[src/rtl/ieee_fp_pkg.sv]
// Shared single-precision constants and the packed IEEE-754 word layout used by
// the fixed-to-float converter and its neighbours.
package ieee_fp_pkg;

  localparam int BIAS       = 127;
  localparam int EXP_W      = 8;
  localparam int FRAC_OUT_W = 23;
  localparam int INT_W      = 5;
  localparam int FRAC_W     = 5;

  typedef struct packed {
    logic                  sign;
    logic [EXP_W-1:0]      exp;
    logic [FRAC_OUT_W-1:0] frac;
  } fp32_t;

endpackage

[src/rtl/ieee_fixed_to_float_if.sv]
// Sample/result bus of the fixed-to-float converter; master is the producer,
// slave is the converter.
interface ieee_fixed_to_float_if;
  import ieee_fp_pkg::*;

  logic                  in_valid;
  logic [INT_W-1:0]      in1;
  logic [FRAC_W-1:0]     in2;
  logic                  out_valid;
  logic [31:0]           out;
  logic [FRAC_OUT_W-1:0] mantissa;
  logic [4:0]            temp;
  logic [4:0]            temp2;

  modport master (
    output in_valid, in1, in2,
    input  out_valid, out, mantissa, temp, temp2
  );

  modport slave (
    input  in_valid, in1, in2,
    output out_valid, out, mantissa, temp, temp2
  );

endinterface

[src/rtl/ieee_lod10.sv]
// Combinational leading-one detector for a 10-bit word; pos is 0 when zero is set.
module ieee_lod10 (
  input  logic [9:0] v,
  output logic [3:0] pos,
  output logic       zero
);

  // NOTE: pos is given a default before the loop so every path assigns it and
  // no latch is inferred; the highest set bit is the last one to write it.
  always_comb begin
    pos = '0;
    for (int i = 0; i < 10; i++) begin
      if (v[i]) pos = 4'(i);
    end
  end

  assign zero = (v == '0);

endmodule

[src/rtl/ieee_fixed_to_float.sv]
// Unsigned Q5.5 to IEEE-754 single converter, one registered stage. The result is
// exact: at most nine fraction bits survive normalisation, so no rounding exists.
module ieee_fixed_to_float #(
  parameter int INT_W  = ieee_fp_pkg::INT_W,
  parameter int FRAC_W = ieee_fp_pkg::FRAC_W,
  parameter int BIAS   = ieee_fp_pkg::BIAS
) (
  input logic                  clk,
  input logic                  rst_n,
  ieee_fixed_to_float_if.slave bus
);
  import ieee_fp_pkg::*;

  localparam int V_W = INT_W + FRAC_W;

  logic [V_W-1:0] v;
  logic [3:0]     pos;
  logic           zero;
  logic [V_W-1:0] below;
  fp32_t          nxt;
  logic [4:0]     nxt_temp;
  logic [4:0]     nxt_temp2;

  fp32_t          out_q;
  logic [4:0]     temp_q;
  logic [4:0]     temp2_q;
  logic           valid_q;

  assign v = {bus.in1, bus.in2};

  ieee_lod10 u_lod (
    .v    (v),
    .pos  (pos),
    .zero (zero)
  );

  // Shifting by (V_W - pos) drops the leading one and everything above it,
  // leaving the bits below it at the top of the field.
  always_comb begin
    below     = '0;
    nxt       = '0;
    nxt_temp  = '0;
    nxt_temp2 = '0;
    if (!zero) begin
      below     = v << (4'(V_W) - pos);
      nxt.sign  = 1'b0;
      nxt.exp   = EXP_W'(BIAS + int'(pos) - FRAC_W);
      nxt.frac  = {below, {(FRAC_OUT_W-V_W){1'b0}}};
      nxt_temp  = 5'(int'(pos) - FRAC_W);
      nxt_temp2 = 5'(pos);
    end
  end

  // NOTE: state is updated with non-blocking assignments so every flop samples
  // the pre-edge values regardless of statement order.
  always_ff @(posedge clk or negedge rst_n) begin
    if (!rst_n) begin
      out_q   <= '0;
      temp_q  <= '0;
      temp2_q <= '0;
      valid_q <= 1'b0;
    end else begin
      valid_q <= bus.in_valid;
      if (bus.in_valid) begin
        out_q   <= nxt;
        temp_q  <= nxt_temp;
        temp2_q <= nxt_temp2;
      end
    end
  end

  assign bus.out_valid = valid_q;
  assign bus.out       = out_q;
  assign bus.mantissa  = out_q.frac;
  assign bus.temp      = temp_q;
  assign bus.temp2     = temp2_q;

endmodule

[src/flat_wrapper.sv]
// flat-port wrapper written by rule: the top's interface ports become plain ports
module ieee_fixed_to_float_flat import ieee_fp_pkg::*;
#(
  parameter int INT_W  = ieee_fp_pkg::INT_W,
  parameter int FRAC_W = ieee_fp_pkg::FRAC_W,
  parameter int BIAS   = ieee_fp_pkg::BIAS
)
  (clk, rst_n, bus_in_valid, bus_in1, bus_in2, bus_out_valid, bus_out, bus_mantissa, bus_temp, bus_temp2);
  ieee_fixed_to_float_if bus_i ();
  input logic clk;
  input logic rst_n;
  input wire logic [$bits(bus_i.in_valid)-1:0] bus_in_valid;
  input wire logic [$bits(bus_i.in1)-1:0] bus_in1;
  input wire logic [$bits(bus_i.in2)-1:0] bus_in2;
  output wire logic [$bits(bus_i.out_valid)-1:0] bus_out_valid;
  output wire logic [$bits(bus_i.out)-1:0] bus_out;
  output wire logic [$bits(bus_i.mantissa)-1:0] bus_mantissa;
  output wire logic [$bits(bus_i.temp)-1:0] bus_temp;
  output wire logic [$bits(bus_i.temp2)-1:0] bus_temp2;
  assign bus_i.in_valid = bus_in_valid;
  assign bus_i.in1 = bus_in1;
  assign bus_i.in2 = bus_in2;
  assign bus_out_valid = bus_i.out_valid;
  assign bus_out = bus_i.out;
  assign bus_mantissa = bus_i.mantissa;
  assign bus_temp = bus_i.temp;
  assign bus_temp2 = bus_i.temp2;
  ieee_fixed_to_float #(.INT_W(INT_W), .FRAC_W(FRAC_W), .BIAS(BIAS)) u_core (.clk(clk), .rst_n(rst_n), .bus(bus_i));
endmodule
[config.mk]
export PLATFORM = sky130hd
export DESIGN_NAME = ieee_fixed_to_float_flat
export DESIGN_NICKNAME = d
export VERILOG_FILES = /design/src/rtl/ieee_fp_pkg.sv /design/src/rtl/ieee_fixed_to_float_if.sv /design/src/rtl/ieee_lod10.sv /design/src/rtl/ieee_fixed_to_float.sv /design/src/flat_wrapper.sv
export SDC_FILE = /design/constraint.sdc
export NUM_CORES = 1
export LEC_CHECK = 0
export ABC_AREA = 1
export CAP_MARGIN = 20
export CORE_ASPECT_RATIO = 1.75
export CORE_MARGIN = 2
export CORE_UTILIZATION = 39
export CTS_CLUSTER_DIAMETER = 120
export DETAILED_ROUTE_END_ITERATION = 8
export PLACE_DENSITY = 0.77
export SLEW_MARGIN = 20
export SYNTH_ARGS = -nofsm -noshare
export SYNTH_HDL_FRONTEND = slang
export SYNTH_HIERARCHICAL = 1
export SYNTH_SLANG_ARGS = --single-unit
[constraint.sdc]
create_clock -name clk -period 0.8 [get_ports clk]
set_input_delay 0.16 -clock clk [delete_from_list [all_inputs] [get_ports clk]]
set_output_delay 0.16 -clock clk [all_outputs]
set_load 0.005 [all_outputs]
==> flow_summary.ini, run 1 <==
[run_status]
status = complete, but fails checks
violations = setup timing

[critical_path]
worst-path-stages = 18
start_kind = primary input
reg2regPathDepth = 5
crit_family = simple AND/OR/NAND/NOR gates
rr_endpoint = u_core/bus.out[23]$_DFFE_PN0P_
r2r_slack_ns = -0.20
cp_slowest_cell = ha_4
critPathMaxFanout = 8
cpMostUsedCell = nand2_1
worstSetupEndpointType = flip-flop
crit_path_start = bus_in2[2]
crit_chain = buf_12, inv_12, nand2_4, nand2_2, nand2_1, nand2_1, nand2_1, nand2_1, nand2_1, nand2_2, inv_2, ha_4, inv_4, nor2_4, nand2_2, a21oi_2, nand2_1, nand2_1
cp-endpoint = u_core/bus.mantissa[21]$_DFFE_PN0P_
cpPeakStageDelay_ns = 0.37
path_class = primary input to flip-flop
path_buf_inv = 4
cp_data_arrival_time_ns = 1.73
r2r_start = u_core/bus.out[23]$_DFFE_PN0P_
cp.required_ns = 1.01

[routing]
wire_per_inst_um = 15.1
remaining_drc_errors = 0
drt_iter0_markers = 69
viasPerCell = 5.01
dr_total_vias = 2191
drt-total-wl_um = 6590
postRouteAntennaNets = 0
firstDrtPassIters = 4

[floorplan]
row_count = 33
initial_core_util = 0.403
dieHeight_um = 95.8
core-area_um2 = 4670
ios = 79
dieWidth_um = 56.5
die_area_um2 = 5410

[timing]
min_period_ns = 1.52
setup-violations-final = 63
finalHoldViolations = 0
period_share = 1.90
finClkSkew_ns = 0
fmax_mhz = 657
rsz0062_at_grt = true
fin_ws_ns = -0.723
finalMaxSlewViolations = 0

[layout]
finish.instance_area_um2 = 3340
fill_cells = 326
drive_above_1_share = 0.579
fin_cells = 437
nets = 406
syn_to_final_growth_pct = 78.0
diodes = 0

[power_and_ir_drop]
ir_worst_vdd_mv = 1.10
power_frac_comb = 0.477
pwr-share-seq = 0.338
power_density_nw_per_um2 = 1380
power.leakage_nw = 1.78
switchingPower_mw = 1.54
p_int_mw = 3.07
p_clk_frac = 0.184
swShare = 0.335

[clock_tree]
path_clk_slew_ns = 0.09
clk_latency_ns = 0.27
cts_sinks = 26
cts_buffers = 3
cts_tree = done
cts-root-buf = clkbuf_8
clockBufferDepth = 2
cts.htree.levels = 1

[job]
maxCapViolations = 0

[place]
dp_cells = 386
place.gp.congestion = 0.896
dp_hpwl_um = 3740
portBuffers = 50
placed_area_um2 = 2670

[synth]
ys_warn_count = 6
syn_area_um2 = 1880
synth_top_area_frac = 0.346
yosysUniqueCellTypes = 25
synth.top_cells.by_area = dfrtp_1 (35%), nand2_1 (19%), buf_4 (17%)
synth.largest_area_cell = dfrtp_1
avgSynthCellArea_um2 = 7.17
ys_seq_area_frac = 0.346
ys_seq_elements = 26
synth_cells = 262

[global_routing]
grt_use_total = 0.231
first_global_vias = 2159
antenna_found_initial = 0
grt-ovfl-total = 0
grt_max_degree = 27
grt_pass1_wl_um = 9810

[worst_hold_path]
hold_class = primary input to asynchronous set/reset pin
sequential cells by signal, indices dropped and copies added (netlist names):
register and flops:
u_core/bus.mantissa 10, u_core/bus.out 7, u_core/bus.temp 5, u_core/bus.temp2 3, u_core/bus.out_valid 1
timing repair:
| item | 4_1_cts | 5_1_grt |
|---|---|---|
| resized for setup | 276 | 40 |
| buffers inserted | 38 | 12 |
| pin swaps | 38 | 16 |
| gates cloned | 1 | 0 |
| hold buffers | 0 | 0 |
| setup endpoints to repair | 63 | 63 |
routing by layer:
layer	global-route usage	routed length, um
met5	0	0
met4	0.111	267
met3	0.0175	305
met2	0.469	3900
met1	0.228	2110
power by group through the flow:
| stage | sequential [mW] | combinational (mW) | clock, mW |
|---|---|---|---|
| floorplan | 1.60 | 0.861 | 0 |
| detailed placement | 1.60 | 1.56 | 0 |
| global route | 1.58 | 2.36 | 0.912 |
| CTS | 1.55 | 1.95 | 0.845 |
| global placement | 1.59 | 1.53 | 0 |
| finish | 1.56 | 2.20 | 0.850 |
cells in the final DEF, fill, tap and decap left out, types with 4 or more instances in the layout:
master,synthesis,final
o21ai_2,0,10
nand2_2,3,16
clkbuf_2,0,4
clkbuf_8,0,4
nor2_4,1,4
conb_1,1,28
nand3_1,29,13
inv_2,4,11
ha_4,0,4
buf_4,42,55
buf_2,1,28
buf_12,0,5
nand2_1,96,77
dfrtp_1,26,26
buf_6,1,40
nand3_2,0,14
nand2_4,0,6
metrics by stage:
stage / hold slack [ns] / power, mW / utilization / worst slack [ns] / setup TNS [ns]
after floorplan: -0.136 / 2.46 / - / -0.761 / -12.94
after global placement: 0.473 / 3.12 / 0.571 / -1.50 / -39.72
after detailed placement: 0.478 / 3.16 / 0.571 / -1.53 / -40.52
after CTS: 0.231 / 4.35 / 0.680 / -0.665 / -19.69
after global routing: 0.243 / 4.85 / 0.717 / -0.833 / -23.54
final: 0.225 / 4.61 / 0.717 / -0.723 / -20.63
worst min-delay path by stage:
stage / startpoint / endpoint / slack, ns / cells past startpoint
2_1_floorplan: rst_n / u_core/bus.mantissa[13]$_DFFE_PN0P_ / -0.14 / 0
3_3_place_gp: u_core/bus.out[26]$_DFFE_PN0P_ / u_core/bus.out[26]$_DFFE_PN0P_ / 0.47 / 2
3_5_place_dp: u_core/bus.out[24]$_DFFE_PN0P_ / u_core/bus.out[24]$_DFFE_PN0P_ / 0.48 / 2
4_1_cts: rst_n / u_core/bus.out[30]$_DFFE_PN0P_ / 0.23 / 2
5_1_grt: rst_n / u_core/bus.out[30]$_DFFE_PN0P_ / 0.24 / 2
6_report: rst_n / u_core/bus.out[30]$_DFFE_PN0P_ / 0.22 / 2
cell families after synthesis:
logic type | synth area share
compound gates | 0.0706
flops | 0.346
fa+ha+maj | 0.0466
buf+inv | 0.220
simple gates | 0.314
other cells | 0.00200
cell usage after synthesis:
cell and count:
nor4_2 1, buf_4 42, nand4_1 2, a31oi_1 1, buf_6 1, ha_1 7, conb_1 1, nor2_4 1
o21ai_0 9, nor3_1 1, nand3_1 29, o21ai_1 4, a22o_1 3, inv_2 4, dfrtp_1 26, nor2_1 5
nand2_2 3, buf_2 1, o31ai_1 1, o211ai_1 1, or2_0 1, inv_1 15, nand2_1 96, clkbuf_1 3
a21oi_1 4
worst register-to-register path, delay by kind of cell (launching register included):
family | cells | cell delay, ns
DFF | 1 | 0.40
AOI/OAI and AO/OA | 1 | 0.06
buffers and inverters | 3 | 0.36
and+or+nand+nor | 1 | 0.08
area by class of cell:
cell class              instances  area [um2]  area share
clock buffers                   4        55.1      0.0165
flip-flops and latches         26         651       0.195
inverters                      19        98.8      0.0296
repair buffers                138        1200       0.358
well taps                      52        65.1      0.0195
multi-input cells             197        1270       0.380
repair inverters                1        6.26     0.00187
(Power assumes the default switching activity.)
==> run 2: changes to the inputs <==
- CORE_UTILIZATION: 39 -> 43
- PLACE_DENSITY: 0.77 -> 0.81
- clock period: 0.8 -> 1.5 ns (I/O delays scaled with it)
==> flow_summary.ini, run 2 (synthesis results as in run 1) <==
[layout]
final_core_util = 0.715
fin_cells = 396
nets = 369
largest_register_ffs = 10
diodes = 0
syn_to_final_growth_pct = 58.0
layout_common_cells = nand2_1 (83), buf_4 (39), clkdlybuf4s50_1 (36), conb_1 (28), dfrtp_1 (26)
drive_above_1_share = 0.360
layout_commonest_cell = nand2_1
fill_cells = 302
finish.instance_area_um2 = 2970

[clock_tree]
clockBufferDepth = 2
path_clk_slew_ns = 0.08
hold_buffers = 0
cts.htree.levels = 1
cts-root-buf = clkbuf_8
clk_latency_ns = 0.26
cts_tree = done
cts_sinks = 26
cts_buffers = 3

[timing]
finalMaxSlewViolations = 0
rsz0062_at_grt = true
finalHoldViolations = 0
fmax_mhz = 592
fin_ws_ns = -0.189
min_period_ns = 1.69
finClkSkew_ns = 0
whs_ns = 0.391
finalSetupTns_ns = -1.07
period_share = 1.13
setup-violations-final = 11

[global_routing]
grt_pass1_wl_um = 8190
grt_use_total = 0.217
antenna_found_initial = 0
grt_max_degree = 27
grt-ovfl-total = 0
first_global_vias = 1847

[power_and_ir_drop]
total_power_mw = 2.19
power.leakage_nw = 1.53
ir_worst_vdd_mv = 0.445
switchingPower_uw = 713
p_clk_frac = 0.172
pwr-share-seq = 0.381
power_density_nw_per_um2 = 739
power_frac_comb = 0.447
p_int_mw = 1.48
swShare = 0.325

[floorplan]
dieWidth_um = 54.0
core-area_um2 = 4150
die_area_um2 = 4940
row_count = 31
dieHeight_um = 91.5
ios = 79
initial_core_util = 0.453

[critical_path]
crit_path_start = bus_in2[2]
cp.required_ns = 1.66
path_class = primary input to flip-flop
r2r_start = u_core/bus.out[25]$_DFFE_PN0P_
start_kind = primary input
worstSetupEndpointType = flip-flop
cp_data_arrival_time_ns = 1.85
critPathMaxFanout = 5

[place]
pre_cts_slack_ns = -0.918
dp_cells = 376
dp_hpwl_um = 3560
portBuffers = 50
placed_area_um2 = 2570
place.gp.congestion = 0.896

[routing]
postRouteAntennaNets = 0
viasPerCell = 5.08
wire_per_inst_um = 14.0
remaining_drc_errors = 0
dr_total_vias = 2011
drt_iter0_markers = 63
drt-total-wl_um = 5560
firstDrtPassIters = 4

[worst_hold_path]
hold_class = primary input to asynchronous set/reset pin

[run_status]
violations = setup timing
status = complete, but fails checks

[job]
maxCapViolations = 0
[run 2: power by group through the flow]
stage / sequential, mW / clock (mW) / combinational, mW
after floorplan: 0.851 / 0 / 0.446
after global placement: 0.846 / 0 / 0.782
after detailed placement: 0.851 / 0 / 0.789
after CTS: 0.838 / 0.385 / 0.881
after global routing: 0.845 / 0.416 / 1.06
final: 0.835 / 0.378 / 0.980
[run 2: worst max-delay path, cell delays in order]
cell	delay [ns]
buf_12	0.11
inv_12	0.04
nand2_2	0.03
nand2_1	0.04
nand2_1	0.05
nand2_1	0.06
nand2_1	0.05
nand2_1	0.07
nand2_2	0.06
nand2_4	0.10
inv_4	0.05
ha_4	0.31
buf_12	0.12
buf_6	0.11
nand3_2	0.08
nand2_1	0.07
nand2_1	0.07
nand3_1	0.08
nand2_1	0.05
[run 2: area by class of cell]
cell class	count	area, um2	area share
clock buffers	3	41.3	0.0139
inverters	19	96.3	0.0324
multi-input cells	197	1170	0.396
flip-flops and latches	26	651	0.219
well taps	49	61.3	0.0206
repair buffers	101	938	0.316
repair inverters	1	6.26	0.00211
[run 2: worst paths after layout]
| kind | to | slack, ns | cells after the start |
|---|---|---|---|
| worst max-delay path | u_core/bus.mantissa[20]$_DFFE_PN0P_ | -0.19 | 19 |
| worst min-delay path | u_core/bus.out[28]$_DFFE_PN0P_ | 0.39 | 2 |
| worst max register to register | u_core/bus.out[25]$_DFFE_PN0P_ | 0.76 | 1 |
| worst min register to register | u_core/bus.temp[1]$_DFFE_PN0P_ | 0.50 | 2 |
| max in group asynchronous | u_core/bus.mantissa[17]$_DFFE_PN0P_ | 0.87 | 2 |
| min in group clk | u_core/bus.temp[1]$_DFFE_PN0P_ | 0.50 | 2 |
[run 2: what timing repair did]
| item | 4_1_cts | 5_1_grt |
|---|---|---|
| gates cloned | 2 | 0 |
| resized for setup | 65 | 48 |
| setup buffers | 9 | 7 |
| pin swaps | 26 | 26 |
| setup endpoints to repair | 25 | 32 |
[run 2: per-layer routing]
metal / up-vias / track usage / share of wire
met2: 112 / 0.402 / 0.54
met3: 21 / 0.0132 / 0.057
met4: 0 / 0.0875 / 0.039
met5: - / 0 / 0
li1: 937 / - / -
met1: 941 / 0.237 / 0.36
==> run 3: changes to the inputs <==
- PLACE_DENSITY: 0.81 -> 0.82
==> flow_summary.ini, run 3 (synthesis results as in run 1) <==
[run_status]
status = complete, but fails checks
violations = setup timing

[clock_tree]
path_clk_slew_ns = 0.08
clk_latency_ns = 0.27
cts-root-buf = clkbuf_8
hold_buffers = 0
cts_sinks = 26
cts.htree.levels = 1
cts_buffers = 3
cts_tree = done
clockBufferDepth = 2

[layout]
layout_common_cells = nand2_1 (79), buf_4 (41), clkdlybuf4s50_1 (29), conb_1 (28), dfrtp_1 (26)
diodes = 0
nets = 369
syn_to_final_growth_pct = 64.4
largest_register_ffs = 10
layout_commonest_cell = nand2_1
finish.instance_area_um2 = 3090
drive_above_1_share = 0.375

[global_routing]
grt-ovfl-total = 0
grt_pass1_wl_um = 8430
antenna_found_initial = 0
grt_use_total = 0.229
grt_max_degree = 27
first_global_vias = 1903

[place]
pre_cts_slack_ns = -0.964
placed_area_um2 = 2550
place.gp.congestion = 0.843
portBuffers = 50
dp_hpwl_um = 3660

[timing]
finClkSkew_ns = 0
fmax_mhz = 573
setup-violations-final = 13
finalMaxSlewViolations = 0
period_share = 1.16
whs_ns = 0.397
finalHoldViolations = 0
min_period_ns = 1.75
fin_ws_ns = -0.245
rsz0062_at_grt = true

[floorplan]
core-area_um2 = 4150
initial_core_util = 0.453
ios = 79
dieHeight_um = 91.5
die_area_um2 = 4940
dieWidth_um = 54.0
row_count = 31

[power_and_ir_drop]
ir_worst_vdd_mv = 0.546
power_density_nw_per_um2 = 726
power.leakage_nw = 1.66

[critical_path]
worstSetupEndpointType = flip-flop
cpPeakStageDelay_ns = 0.32
cp_data_arrival_time_ns = 1.96
path_class = primary input to flip-flop
reg2regPathDepth = 3
rr_endpoint = u_core/bus.mantissa[22]$_DFFE_PN0P_
cp.required_ns = 1.71
cpMostUsedCell = nand2_1
crit_chain = buf_12, inv_12, nand2_2, nand2_1, nand2_1, nand2_1, nand2_1, nand2_1, nand2_1, nand2_2, inv_2, ha_4, inv_4, nor2_2, nand2_2, a21oi_1, nand2_1, nand2_1
critPathMaxFanout = 9
r2r_start = u_core/bus.mantissa[22]$_DFFE_PN0P_
r2r_slack_ns = 0.69
start_kind = primary input
cp_slowest_cell = ha_4

[routing]
postRouteAntennaNets = 0
wire_per_inst_um = 15.2
firstDrtPassIters = 5
viasPerCell = 5.24
dr_total_vias = 2077
drt-total-wl_um = 6000
remaining_drc_errors = 0
drt_iter0_markers = 142

[worst_hold_path]
hold_class = primary input to asynchronous set/reset pin

[job]
maxCapViolations = 0
## run 3: cell types whose count changed in the layout (fill, tap and decap cells not counted), sizes merged
cell,delta
buf,-1
bufbuf,+1
clkbuf,+1
clkdlybuf4s50,-7
dlymetal6s2s,+7
inv,-1
## run 3: worst max-delay path by stage
stage	cells past startpoint	slack, ns	startpoint	to
3_5_place_dp	13	-0.96	bus_in2[2]	u_core/bus.mantissa[21]$_DFFE_PN0P_
2_1_floorplan	18	-0.20	bus_in2[2]	u_core/bus.mantissa[22]$_DFFE_PN0P_
5_1_grt	18	-0.33	bus_in2[2]	u_core/bus.mantissa[21]$_DFFE_PN0P_
3_3_place_gp	13	-0.94	bus_in2[2]	u_core/bus.mantissa[21]$_DFFE_PN0P_
6_report	18	-0.25	bus_in2[2]	u_core/bus.mantissa[21]$_DFFE_PN0P_
4_1_cts	18	-0.16	bus_in2[2]	u_core/bus.mantissa[20]$_DFFE_PN0P_
## run 3: cell type report
cell class / instances / area [um2]
multi-input combinational: 197 / 1250
tap: 49 / 61.3
fill: 283 / 1060
timing repair buffer: 102 / 998
clock buffer: 3 / 41.3
sequential: 26 / 651
inverter: 19 / 88.8
## run 3: repair_timing
action,in CTS,in global routing
resized for setup,73,57
buffers inserted,8,8
gates cloned,1,0
pin swaps,25,24
endpoints found under the setup margin,25,39
## run 3: layer usage
layer,vias up,global-route usage,wire length [um]
li1,940,-,-
met1,972,0.238,2010
met2,128,0.398,3220
met3,37,0.0263,377
met4,0,0.154,398
met5,-,0,0
## run 3: power breakdown
part           internal (mW)  switching (mW)  leakage (nW)  total [mW]
Combinational          0.532           0.492          1.32        1.02
Sequential             0.781          0.0536         0.328       0.834
Clock                  0.180           0.204        0.0216       0.384
## run 3: critical path, delay by kind of cell
kind | cells | cell delay (ns)
and+or+nand+nor | 12 | 0.87
adders and majority gates | 1 | 0.32
buffers and inverters | 4 | 0.30
AOI/OAI and AO/OA | 1 | 0.17
## run 3: metrics by stage
stage                     utilization  cells  TNS, ns  power [mW]
after floorplan                     -    289    -1.47        1.30
after global placement          0.615    376   -18.43        1.62
after detailed placement        0.615    376   -19.59        1.63
after CTS                       0.680    388   -0.896        2.10
after global routing            0.744    396    -2.21        2.37
final                           0.744    396    -1.27        2.24
==> edit: new RTL, flow settings as in run 3 <==
Make the reset (`rst_n`) synchronous in one clocked block.
--- a/src/rtl/ieee_fixed_to_float.sv
+++ b/src/rtl/ieee_fixed_to_float.sv
@@ -53,7 +53,7 @@
 
   // NOTE: state is updated with non-blocking assignments so every flop samples
   // the pre-edge values regardless of statement order.
-  always_ff @(posedge clk or negedge rst_n) begin
+  always_ff @(posedge clk) begin
     if (!rst_n) begin
       out_q   <= '0;
       temp_q  <= '0;
Check against the original RTL: differs if rst_n is asserted again (counterexample within 4 cycles, from zero or initial values and one cycle with rst_n low); with rst_n held inactive, the same outputs for 10 cycles.
==> edit against run 3 <==
  * The run still ends with negative setup slack left
  * Routed wire length down 3.2%
  * Register-to-register slack better by 110 ps
  * Power down 8.4%
  * Sequential cell count unchanged
  * Hold slack better by 72 ps
  * Combinational power down 19%
  * Clock power up 21%
  * Fmax up 2.2%
  * Worst setup slack better by 38 ps
  * Design area down 2.9%
  * Area after synthesis up 1.1%
==> edit: results (changes against run 3) <==
stage,metric,value,unit,change
timing,setup violators final,14,,+1
power,Worst VDD drop,0.000660,V,+21%
setup_path,RR Startpoint,u_core/bus.mantissa[19],,
power,Pint,1.37,mW,-8.1%
setup_path,crit-path max FO,8,,-1
synth,Post-synth top cells,"nand2_1 (91), buf_4 (45), nand3_1 (28), dfxtp_1 (26), a21oi_1 (21)",,
setup_path,Critical Path Max Stage Delay,220,ps,-100 ps
synth,Adder-Cell Fraction of Synth Area,4.61,%,-0.049 points
status,status,"complete, but fails checks",,
setup_path,CP top delay family,buffers and inverters,,
setup_path,crit path from,bus_in1[0],,
hold_path,Hold WC Path Type,reg2reg,,
placement,GP Congestion,0.887,,+5.2%
setup_path,Critical Path Sink,u_core/bus.mantissa[16],,
status,failing checks,negative setup slack,,
timing,post-layout worst setup margin,-207,ps,+38.4 ps
routing,DRT iter0 DRCs,55,,-61%
routing,routed vias/inst,5.13,,-2.2%
grt,first-pass GRT wire length,7510,µm,-11%
synth,Synth cell types,28,,+12%
synth,Synth area leaders,"dfxtp_1 (27%), nand2_1 (18%), buf_4 (18%)",,
synth,cell count after synthesis,274,,+4.6%
routing,DRT Pass-1 Iters,4,,-1
setup_path,"Data arrival, critical path",1930,ps,-30 ps
setup_path,reg2reg setup slack,800,ps,+110 ps
routing,Avg WL per Cell,14.3,µm,-5.8%
synth,register area share after synthesis,27.4,%,-7.2 points
setup_path,Critical R2R Capture,u_core/bus.mantissa[19],,
layout,fin cells,407,,+2.8%
setup_path,Register-to-Register Path Depth,2,,-1
timing,setup tns final,-2250,ps,-984 ps
==> edit: changes by cell type in the layout (fill, tap and decap cells not counted), sizes merged, moves of 3 or more <==
cell / run 3 / this run
dfrtp: 26 / 0
dfxtp: 0 / 26
a21oi: 4 / 26
clkdlybuf4s50: 29 / 40
dlymetal6s2s: 11 / 0
o21ai: 13 / 2
a22o: 3 / 0
buf: 56 / 53
==> edit: final cells by class <==
class	count	area, µm²
well taps	51	63.8
flip-flops and latches	26	523
multi-input cells	205	1310
inverters	22	120
clock buffers	4	55.1
repair buffers	99	927
fillers	320	1320
==> edit: repair_timing <==
action | CTS | global route
gates resized for setup | 60 | 37
buffers inserted | 12 | 12
pin swaps | 30 | 26
endpoints found under the hold margin | 0 | 0
setup endpoints to repair | 25 | 26
==> edit: through the flow <==
step	hold slack [ps]	instance area [µm²]	setup slack [ps]
after global placement	455	2540	-916
after global routing	501	3000	-288
final	468	3000	-207
after CTS	468	2830	-277
after floorplan	393	2090	-285
after detailed placement	455	2540	-930
==> edit: worst min-delay path by stage <==
stage	endpoint	slack (ps)	cells after the start
finish	u_core/bus.out[24]	470	2
global route	u_core/bus.out[24]	500	2
global placement	u_core/bus.out[24]	450	2
floorplan	u_core/bus.out_valid	390	2
CTS	u_core/bus.temp2[2]	470	2
detailed placement	u_core/bus.temp2[2]	460	2
==> edit: power groups by stage <==
stage               Combinational [mW]  Clock [mW]  Sequential, mW
finish                           0.830       0.464           0.759
global route                     0.893       0.498           0.764
CTS                              0.708       0.448           0.756
detailed placement               0.631           0           0.773
global placement                 0.620           0           0.771
floorplan                        0.428           0           0.773
==> edit: per-layer routing <==
metal	share of wire [%]	wire length [µm]	global-route usage, %
met1	33	1910	19.3
met2	55	3220	36.4
met3	5.7	331	1.47
met4	6.1	356	12.5
met5	0	0	0
